## src/rtl/frame_assembler_pkg.sv

```systemverilog
// Shared constants, FSM state type and command-length table for the frame assembler.
package frame_asm_pkg;

  localparam int unsigned CMD_WREQ = 2;
  localparam int unsigned CMD_RREQ = 3;
  localparam int unsigned CMD_RRES = 4;

  localparam logic [1:0] ERR_NONE    = 2'd0;
  localparam logic [1:0] ERR_UNKNOWN = 2'd1;
  localparam logic [1:0] ERR_TIMEOUT = 2'd2;

  typedef enum logic [1:0] {
    ST_IDLE    = 2'd0,
    ST_COLLECT = 2'd1,
    ST_HOLD    = 2'd2
  } state_e;

  // Frame length in bytes including the command byte; 0 marks an unknown command.
  function automatic int unsigned cmd_len(input int unsigned cmd);
    case (cmd)
      CMD_WREQ: return 7;
      CMD_RREQ: return 3;
      CMD_RRES: return 5;
      default:  return 0;
    endcase
  endfunction

endpackage

```

## src/rtl/frame_assembler_decode.sv

```systemverilog
// Combinational command decode: maps the command field to a frame length and a known flag.
module frame_cmd_decode
  import frame_asm_pkg::*;
#(
  parameter int CMD_W = 3,
  parameter int LEN_W = 4
) (
  input  logic [CMD_W-1:0] cmd_i,
  output logic [LEN_W-1:0] len_o,
  output logic             known_o
);

  int unsigned len_int;

  always_comb begin
    len_int = cmd_len(32'(cmd_i));
    len_o   = LEN_W'(len_int);
    known_o = (len_int != 0);
  end

endmodule

```

## src/rtl/frame_assembler.sv

```systemverilog
// Serial byte to frame assembler with command decode and frame hold until consumed.
// Optional inter-byte timeout enabled by defining FRAME_ASM_TIMEOUT_EN.
module frame_assembler
  import frame_asm_pkg::*;
#(
  parameter int BYTE_W      = 8,
  parameter int MAX_BYTES   = 8,
  parameter int CMD_W       = 3,
  parameter int TIMEOUT_CYC = 1024
) (
  input  logic                          clk,
  input  logic                          rst,
  input  logic [BYTE_W-1:0]             in_data,
  input  logic                          in_vld,
  output logic                          in_rdy,
  output logic                          out_vld,
  input  logic                          out_rdy,
  output logic [MAX_BYTES*BYTE_W-1:0]   out_data,
  output logic [$clog2(MAX_BYTES+1)-1:0] out_len,
  output logic [CMD_W-1:0]              out_cmd,
  output logic                          err_vld,
  output logic [1:0]                    err_code
);

  localparam int LEN_W = $clog2(MAX_BYTES+1);

  state_e                             state_q, state_d;
  logic [LEN_W-1:0]                   cnt_q, cnt_d;
  logic [LEN_W-1:0]                   len_q, len_d;
  logic [CMD_W-1:0]                   cmd_q, cmd_d;
  logic [MAX_BYTES-1:0][BYTE_W-1:0]   mem_q, mem_d;
  logic                               err_vld_q, err_vld_d;
  logic [1:0]                         err_code_q, err_code_d;
  logic [LEN_W-1:0]                   dec_len;
  logic                               dec_known;
  logic                               acc;

`ifdef FRAME_ASM_TIMEOUT_EN
  localparam int TMR_W = $clog2(TIMEOUT_CYC+1);
  logic [TMR_W-1:0] tmr_q, tmr_d;
`endif

  frame_cmd_decode #(.CMD_W(CMD_W), .LEN_W(LEN_W)) u_dec (
    .cmd_i   (in_data[CMD_W-1:0]),
    .len_o   (dec_len),
    .known_o (dec_known)
  );

  assign in_rdy   = (state_q != ST_HOLD);
  assign out_vld  = (state_q == ST_HOLD);
  assign acc      = in_vld && in_rdy;
  assign out_len  = len_q;
  assign out_cmd  = cmd_q;
  assign err_vld  = err_vld_q;
  assign err_code = err_code_q;

  // Byte 0 lands in the most significant lane of out_data.
  for (genvar g = 0; g < MAX_BYTES; g++) begin : g_lane
    assign out_data[(MAX_BYTES-1-g)*BYTE_W +: BYTE_W] = mem_q[g];
  end

  always_comb begin
    state_d    = state_q;
    cnt_d      = cnt_q;
    len_d      = len_q;
    cmd_d      = cmd_q;
    mem_d      = mem_q;
    err_vld_d  = 1'b0;
    err_code_d = err_code_q;
    case (state_q)
      ST_IDLE: begin
        if (acc) begin
          if (dec_known) begin
            mem_d[0] = in_data;
            cnt_d    = LEN_W'(1);
            len_d    = dec_len;
            cmd_d    = in_data[CMD_W-1:0];
            state_d  = ST_COLLECT;
          end else begin
            err_vld_d  = 1'b1;
            err_code_d = ERR_UNKNOWN;
          end
        end
      end
      ST_COLLECT: begin
        if (acc) begin
          for (int i = 0; i < MAX_BYTES; i++)
            if (cnt_q == LEN_W'(i)) mem_d[i] = in_data;
          cnt_d = cnt_q + LEN_W'(1);
          if (cnt_q + LEN_W'(1) == len_q) state_d = ST_HOLD;
        end
`ifdef FRAME_ASM_TIMEOUT_EN
        else if (tmr_q == TMR_W'(TIMEOUT_CYC)) begin
          state_d    = ST_IDLE;
          cnt_d      = '0;
          len_d      = '0;
          cmd_d      = '0;
          mem_d      = '0;
          err_vld_d  = 1'b1;
          err_code_d = ERR_TIMEOUT;
        end
`endif
      end
      ST_HOLD: begin
        if (out_rdy) begin
          state_d = ST_IDLE;
          cnt_d   = '0;
          len_d   = '0;
          cmd_d   = '0;
          mem_d   = '0;
        end
      end
      default: state_d = ST_IDLE;
    endcase
  end

`ifdef FRAME_ASM_TIMEOUT_EN
  // Counts idle COLLECT cycles; wraps to zero on any accepted byte or on firing.
  always_comb begin
    tmr_d = '0;
    if (state_q == ST_COLLECT && !acc && tmr_q != TMR_W'(TIMEOUT_CYC))
      tmr_d = tmr_q + TMR_W'(1);
  end
`endif

  always_ff @(posedge clk or negedge rst) begin
    if (!rst) begin
      state_q    <= ST_IDLE;
      cnt_q      <= '0;
      len_q      <= '0;
      cmd_q      <= '0;
      mem_q      <= '0;
      err_vld_q  <= 1'b0;
      err_code_q <= ERR_NONE;
`ifdef FRAME_ASM_TIMEOUT_EN
      tmr_q      <= '0;
`endif
    end else begin
      state_q    <= state_d;
      cnt_q      <= cnt_d;
      len_q      <= len_d;
      cmd_q      <= cmd_d;
      mem_q      <= mem_d;
      err_vld_q  <= err_vld_d;
      err_code_q <= err_code_d;
`ifdef FRAME_ASM_TIMEOUT_EN
      tmr_q      <= tmr_d;
`endif
    end
  end

endmodule

```

## config.mk

```make
export PLATFORM = sky130hd
export DESIGN_NAME = frame_assembler
export DESIGN_NICKNAME = d
export VERILOG_FILES = /design/src/rtl/frame_assembler_pkg.sv /design/src/rtl/frame_assembler_decode.sv /design/src/rtl/frame_assembler.sv
export SDC_FILE = /design/constraint.sdc
export NUM_CORES = 1
export LEC_CHECK = 0
export ABC_AREA = 1
export CAP_MARGIN = 20
export CELL_PAD_IN_SITES_DETAIL_PLACEMENT = 1
export CELL_PAD_IN_SITES_GLOBAL_PLACEMENT = 1
export CORE_ASPECT_RATIO = 1.5
export CORE_MARGIN = 4
export CORE_UTILIZATION = 37
export CTS_BUF_LIST = sky130_fd_sc_hd__clkbuf_4 sky130_fd_sc_hd__clkbuf_8
export DETAILED_ROUTE_END_ITERATION = 7
export PLACE_DENSITY_LB_ADDON = 0.1
export RECOVER_POWER = 25
export SYNTH_ARGS = -nofsm -noshare
export SYNTH_HDL_FRONTEND = slang
export SYNTH_SLANG_ARGS = --single-unit
```

## constraint.sdc

```tcl
create_clock -name clk -period 2.2 [get_ports clk]
set_input_delay 0.55 -clock clk [delete_from_list [all_inputs] [get_ports clk]]
set_output_delay 0.55 -clock clk [all_outputs]
set_load 0.05 [all_outputs]
```

### Word level (Yosys, flattened, before mapping)

Index checks and enable logic that the tools add are counted.

| cells by class | value |
|---|---|
| bitwise operators | 1 |
| eq/ne operators | 27 |
| multiplexer cells | 36 |
| reduce and logical (&&, ||, !) cells | 19 |
| add/sub/neg operators | 1 |

Operators by type and width:

| cell | number |
|---|---|
| 64-bit two-way mux | 2 |
| 56-bit case mux with 2 select lines | 1 |
| 8-bit two-way mux | 10 |
| 4-bit AND reduction | 8 |
| 32-bit nonzero test | 1 |
| 2-bit != test (second input constant) | 13 |
| 4-bit two-way mux | 6 |
| 8-bit case mux with 3 select lines | 1 |
| 4-bit by 3-bit equality test with 1-bit output (second input constant) | 4 |
| 4-bit case mux with 3 select lines | 1 |
| 2-bit two-way mux | 5 |
| 5-bit AND reduction | 2 |
| 3-bit two-way mux | 3 |
| 3-bit case mux with 3 select lines | 1 |
| 4-bit by 2-bit equality test with 1-bit output (second input constant) | 2 |
| 4-bit case mux with 2 select lines | 1 |
| 3-bit by 2-bit equality test with 1-bit output (second input constant) | 2 |
| 2-bit case mux with 3 select lines | 1 |
| 3-bit case mux with 2 select lines | 1 |
| 6-bit AND reduction | 1 |
| 4-bit by 1-bit adder with 4-bit output (second input constant) | 1 |
| 4-bit by 1-bit equality test with 1-bit output (second input constant) | 1 |
| 4-bit equality test | 1 |
| 4-bit logical NOT | 1 |
| other kinds (11) | 14 |

| storage, ports and cells | value |
|---|---|
| output and inout port bits | 76 |
| bits of input ports | 12 |
| register bits | 79 |
| logic and storage cells | 98 |

### Logic depth before layout (Yosys ltp)

| logic depth | value |
|---|---|
| depth in word-level cells | 6 |
| depth in mapped cells | 13 |
| depth with buffers taken out | 12 |

### Cells and area by module

A second synthesis with hierarchy kept.

| second synthesis, totals | value |
|---|---|
| cell total of the unflattened synthesis | 351 |
| area, all modules | 3398.3 µm² |

By module, submodules not included:

| module | area each (µm²) | times used | cells each | seq. area each (µm²) |
|---|---|---|---|---|
| frame_assembler | 3343.2 | 1 | 339 | 1976.9 |
| frame_cmd_decode | 55.1 | 1 | 12 | 0.0 |

### Worst setup path after synthesis

Ideal clock, no wire load.

| timing path | value |
|---|---|
| kind | register to register |
| start point | register state_q[0] |
| end point | register len_q[2], in the netlist out_len[2] |
| buffers on the path | 1 |
| setup slack | -146 ps |
| required time | 2117 ps |
| clock period less this slack | 2346 ps |
| arrival time | 2264 ps |
| setup time | 83 ps |
| stages on the path, launching flop included | 14 |
| cell sequence | dfrtp_1 -> inv_1 -> ha_1 -> inv_2 -> nor2_1 -> inv_1 -> nand2_1 -> inv_1 -> nand2_1 -> inv_1 -> buf_6 -> nand2_2 -> nand2_1 -> o21ai_0 |

| between the ends | value |
|---|---|
| elaborated cells between the ends (all ways) | 10 |
| those cells by class | 5 x eq/ne; 1 x mux; 4 x reduce/logical |

RTL lines:

| element | line | text |
|---|---|---|
| from (decl) | frame_assembler.sv:27 | `state_e state_q, state_d;` |
| from (signal assigned) | frame_assembler.sv:139 | `state_q <= state_d;` |
| 2-bit equality test (*) | - |  |
| named net out_vld | frame_assembler.sv:16 | `output logic out_vld,` |
| 2-bit by 1-bit != test with 1-bit output (no line) or 2-bit nonzero test (tied branches) | - |  |
| 4-bit AND reduction (no line) | - |  |
| to (signal assigned) | frame_assembler.sv:141 | `len_q <= len_d;` |
| to (decl) | frame_assembler.sv:29 | `logic [LEN_W-1:0] len_q, len_d;` |

Mark *: on every way through the listed nets, which the timed path passes. The rest lies on a longest branch.
A chain may end at the register's enable or synchronous reset.

### Worst setup path in the final report

| timing path | value |
|---|---|
| start point | register len_q[0], in the netlist out_len[0] |
| end point | output out_len[0] |

RTL lines:

| element | line | text |
|---|---|---|
| to (decl) | frame_assembler.sv:19 | `output logic [$clog2(MAX_BYTES+1)-1:0] out_len,` |

No word-level cell between the ends.

==> impl_metrics.csv <==
group,metric,value,unit
yosys,yosysTopAreaCell,"dfrtp_1",
worst_setup_path,crit_type,"register to primary output",
cts,cts_tree,"built",
finish,diodes,0,
timing,slew_headroom,27.87,%
route,vias_per_cell,4.874,
yosys,synth_compound_area_share,11.43,%
timing,drv_slew,0,
min_path,min_path_type,"primary input to async pin",
die,core_area,8828,sq um
global_routing,grt_overflow,0,
yosys,syn_inst,370,
timing,hold_viol,0,
worst_setup_path,critPathSlowestCell,"clkdlybuf4s50_1",
global_routing,groute.usage.overall,18.48,%
global_routing,top_usage_layer,"met2",
global_routing,grt.met2_usage,31.32,%
finish,fin_nets,493,
route,via_count,2866,
finish,drive_above_1_share,8.996,%
worst_setup_path,crit_path_max_incr_delay,0.83,ns
yosys,synth.area.top_cells,"dfrtp_1 58%, nand2_1 14%, o21ai_0 11%",
yosys,synthMuxAreaShare,0,%
status,outcome,"finished clean",
placed_design,io_buffers,85,
yosys,synth.avg_cell_area,9.053,sq um
finish,num-fill-cells,1030,
yosys,seq_area_frac_synth,58.27,%
route,drt_first_pass_iters,4,
cts,clk_latency,0.36,ns
worst_setup_path,cp_num_buf_inv,1,
yosys,synthSimpleGateAreaFrac,20.47,%
global_routing,grtUsageMet1,22.11,%
die,top_level_ports,88,
placed_design,pre_cts_slack,0.02018,ns
global_routing,grt_pass1_wl,15260,um
global_routing,grt_max_degree,46,
die,die_w,85.69,um
die,rows,42,
worst_setup_path,critPathCaptureType,"primary output",
yosys,synth_top_family_by_area,"simple AND/OR/NAND/NOR gates",
yosys,yosys_warnings,0,
worst_setup_path,worstPathRequired,1.65,ns
yosys,synthXorXnorAreaFrac,0,%
finish,area_delta_synth_final,37.06,%
route,dr.first_iter.drc_count,142,
timing,fin_crit_sh,96.93,%
timing,rsz0062_at_grt,"false",
cts,cts_root_buf,"clkbuf_8",
placed_design,gp_congestion,0.8278,
die,die_h,124.5,um
route,drtAntennaViolNets,0,
global_routing,grt_util_met3,3.640,%
cts,ctsLongestPathBuffers,2,
timing,worst_pin_slew,1.082,ns
worst_setup_path,critPathMaxFanout,4,
placed_design,hpwl,6919,um
flow_run,cap_violations,0,
die,dieArea,10670,sq um
route,wl,9242,um
route,wl_per_cell,15.72,um
yosys,yosysTopAreaCellShare,58.27,%
timing,skew,0.005758,ns
cts,h-tree-depth,3,
worst_setup_path,worstPathCellList,"clkdlybuf4s50_1",
worst_setup_path,critPathArrivalTime,1.58,ns
timing,setup_viol,0,
cts,cts.sinks,78,
yosys,syn_area,3349,sq um
timing,fin_hold_ws,0.3763,ns
timing,worst_slack,0.06748,ns
worst_setup_path,worstSetupStartpointType,"register",
timing,setup_tns,0,ns
cts,path_clk_slew,0.08,ns
yosys,yosysUniqueCellTypes,18,
route,drc,0,
timing,fmax,0.4689,GHz
die,initial_core_util,37.94,%
yosys,ys_ff_latch,78,
global_routing,grt_antenna_before_repair,0,
timing,finalCriticalPeriod,2.133,ns
global_routing,grt_pass1_vias,2988,
cts,numCtsBuffers,9,
yosys,synth_fa_ha_area_share,2.988,%
worst_setup_path,cp_top_family,"buffers and inverters",
synth_stat cells:
cell type  count
a21boi_0       1
conb_1         1
o21ai_0       74
dfrtp_1       78
inv_2          1
ha_1           8
nand4_1        3
inv_1         29
nor3_4         1
nand2_2        1
buf_6          8
nor2_1        11
nand3_1       16
nand2_1      128
nand3b_1       4
a21oi_1        1
buf_4          3
or2_2          2
cells in the final DEF, fill, tap and decap left out, types with 3 or more instances in the layout:
master | synthesis | layout
nor2_1 | 11 | 11
nand2_1 | 128 | 127
o21ai_0 | 74 | 73
clkbuf_8 | 0 | 10
nand4_1 | 3 | 3
clkbuf_1 | 0 | 3
ha_1 | 8 | 7
inv_1 | 29 | 29
dfrtp_1 | 78 | 78
clkdlybuf4s50_1 | 0 | 79
nand3b_1 | 4 | 4
nand3_1 | 16 | 16
buf_4 | 3 | 16
routing by layer:
metal  up-vias  wire [um]
li1       1391          -
met1      1401       3711
met2        57       4923
met3        17        336
met4         0        270
met5         -          0
registers in the layout, indices dropped and copies added, names as in the netlist:
register and count:
state_q 2, out_data 64, err_code 1, out_cmd 3, err_vld 1, cnt_q 4
out_len 3
cell type report:
cell class / instances / area (sq um) / share of cell area, %
inverters: 30 / 115.1 / 2.507
clock buffers: 11 / 145.1 / 3.162
multi-input cells: 252 / 1181 / 25.73
flip-flops and latches: 78 / 1952 / 42.52
well taps: 110 / 137.6 / 2.998
repair buffers: 102 / 978.4 / 21.31
clock inverters: 5 / 81.33 / 1.772
per-stage QoR:
step / cell area (sq um) / std cells / util (%)
after floorplan: 3356 / 371 / -
after global placement: 4362 / 571 / 49.40
after detailed placement: 4362 / 571 / 49.40
after CTS: 4588 / 587 / 51.97
after global routing: 4591 / 588 / 52.00
final: 4591 / 588 / 52.00
cells by family after synthesis:
kind of cell,Yosys count
adder cells (fa/ha/maj),8
other,1
AND/OR/NAND/NOR,166
flip-flops,78
buffers and inverters,41
AO/OA/AOI/OAI,76
final timing paths:
kind                                           from  slack [ns]  depth (start not counted)                       end
max                          out_len[0]$_DFFE_PN0P_        0.07                          1                out_len[0]
min                                             rst        0.38                          1   out_data[6]$_DFFE_PN0P_
max reg2reg                  state_q[0]$_DFFE_PN0P_        0.20                         11   out_data[0]$_DFFE_PN0P_
min reg2reg                out_data[63]$_DFFE_PN0P_        0.48                          2  out_data[63]$_DFFE_PN0P_
max in group asynchronous                       rst        0.61                          2  out_data[31]$_DFFE_PN0P_
min in group clk           out_data[63]$_DFFE_PN0P_        0.48                          2  out_data[63]$_DFFE_PN0P_
worst register-to-register path, stage by stage, from the launching register on:
cell and delay [ns]:
dfrtp_1 0.40, inv_1 0.08, ha_2 0.21, inv_4 0.13
nand2_1 0.11, nand2_1 0.10, inv_1 0.08, nor3_4 0.31
nand2_1 0.11, buf_4 0.20, nand2_1 0.07, o21ai_0 0.08
timing repair:
action,4_1_cts,5_1_grt
hold buffers,0,0
buffers inserted,0,1
resized for setup,0,4
endpoints found under the setup margin,0,18
Power is left out: the tool's default activity adds up to more than one toggle a clock period on the data nets, which glitch-free logic cannot reach.
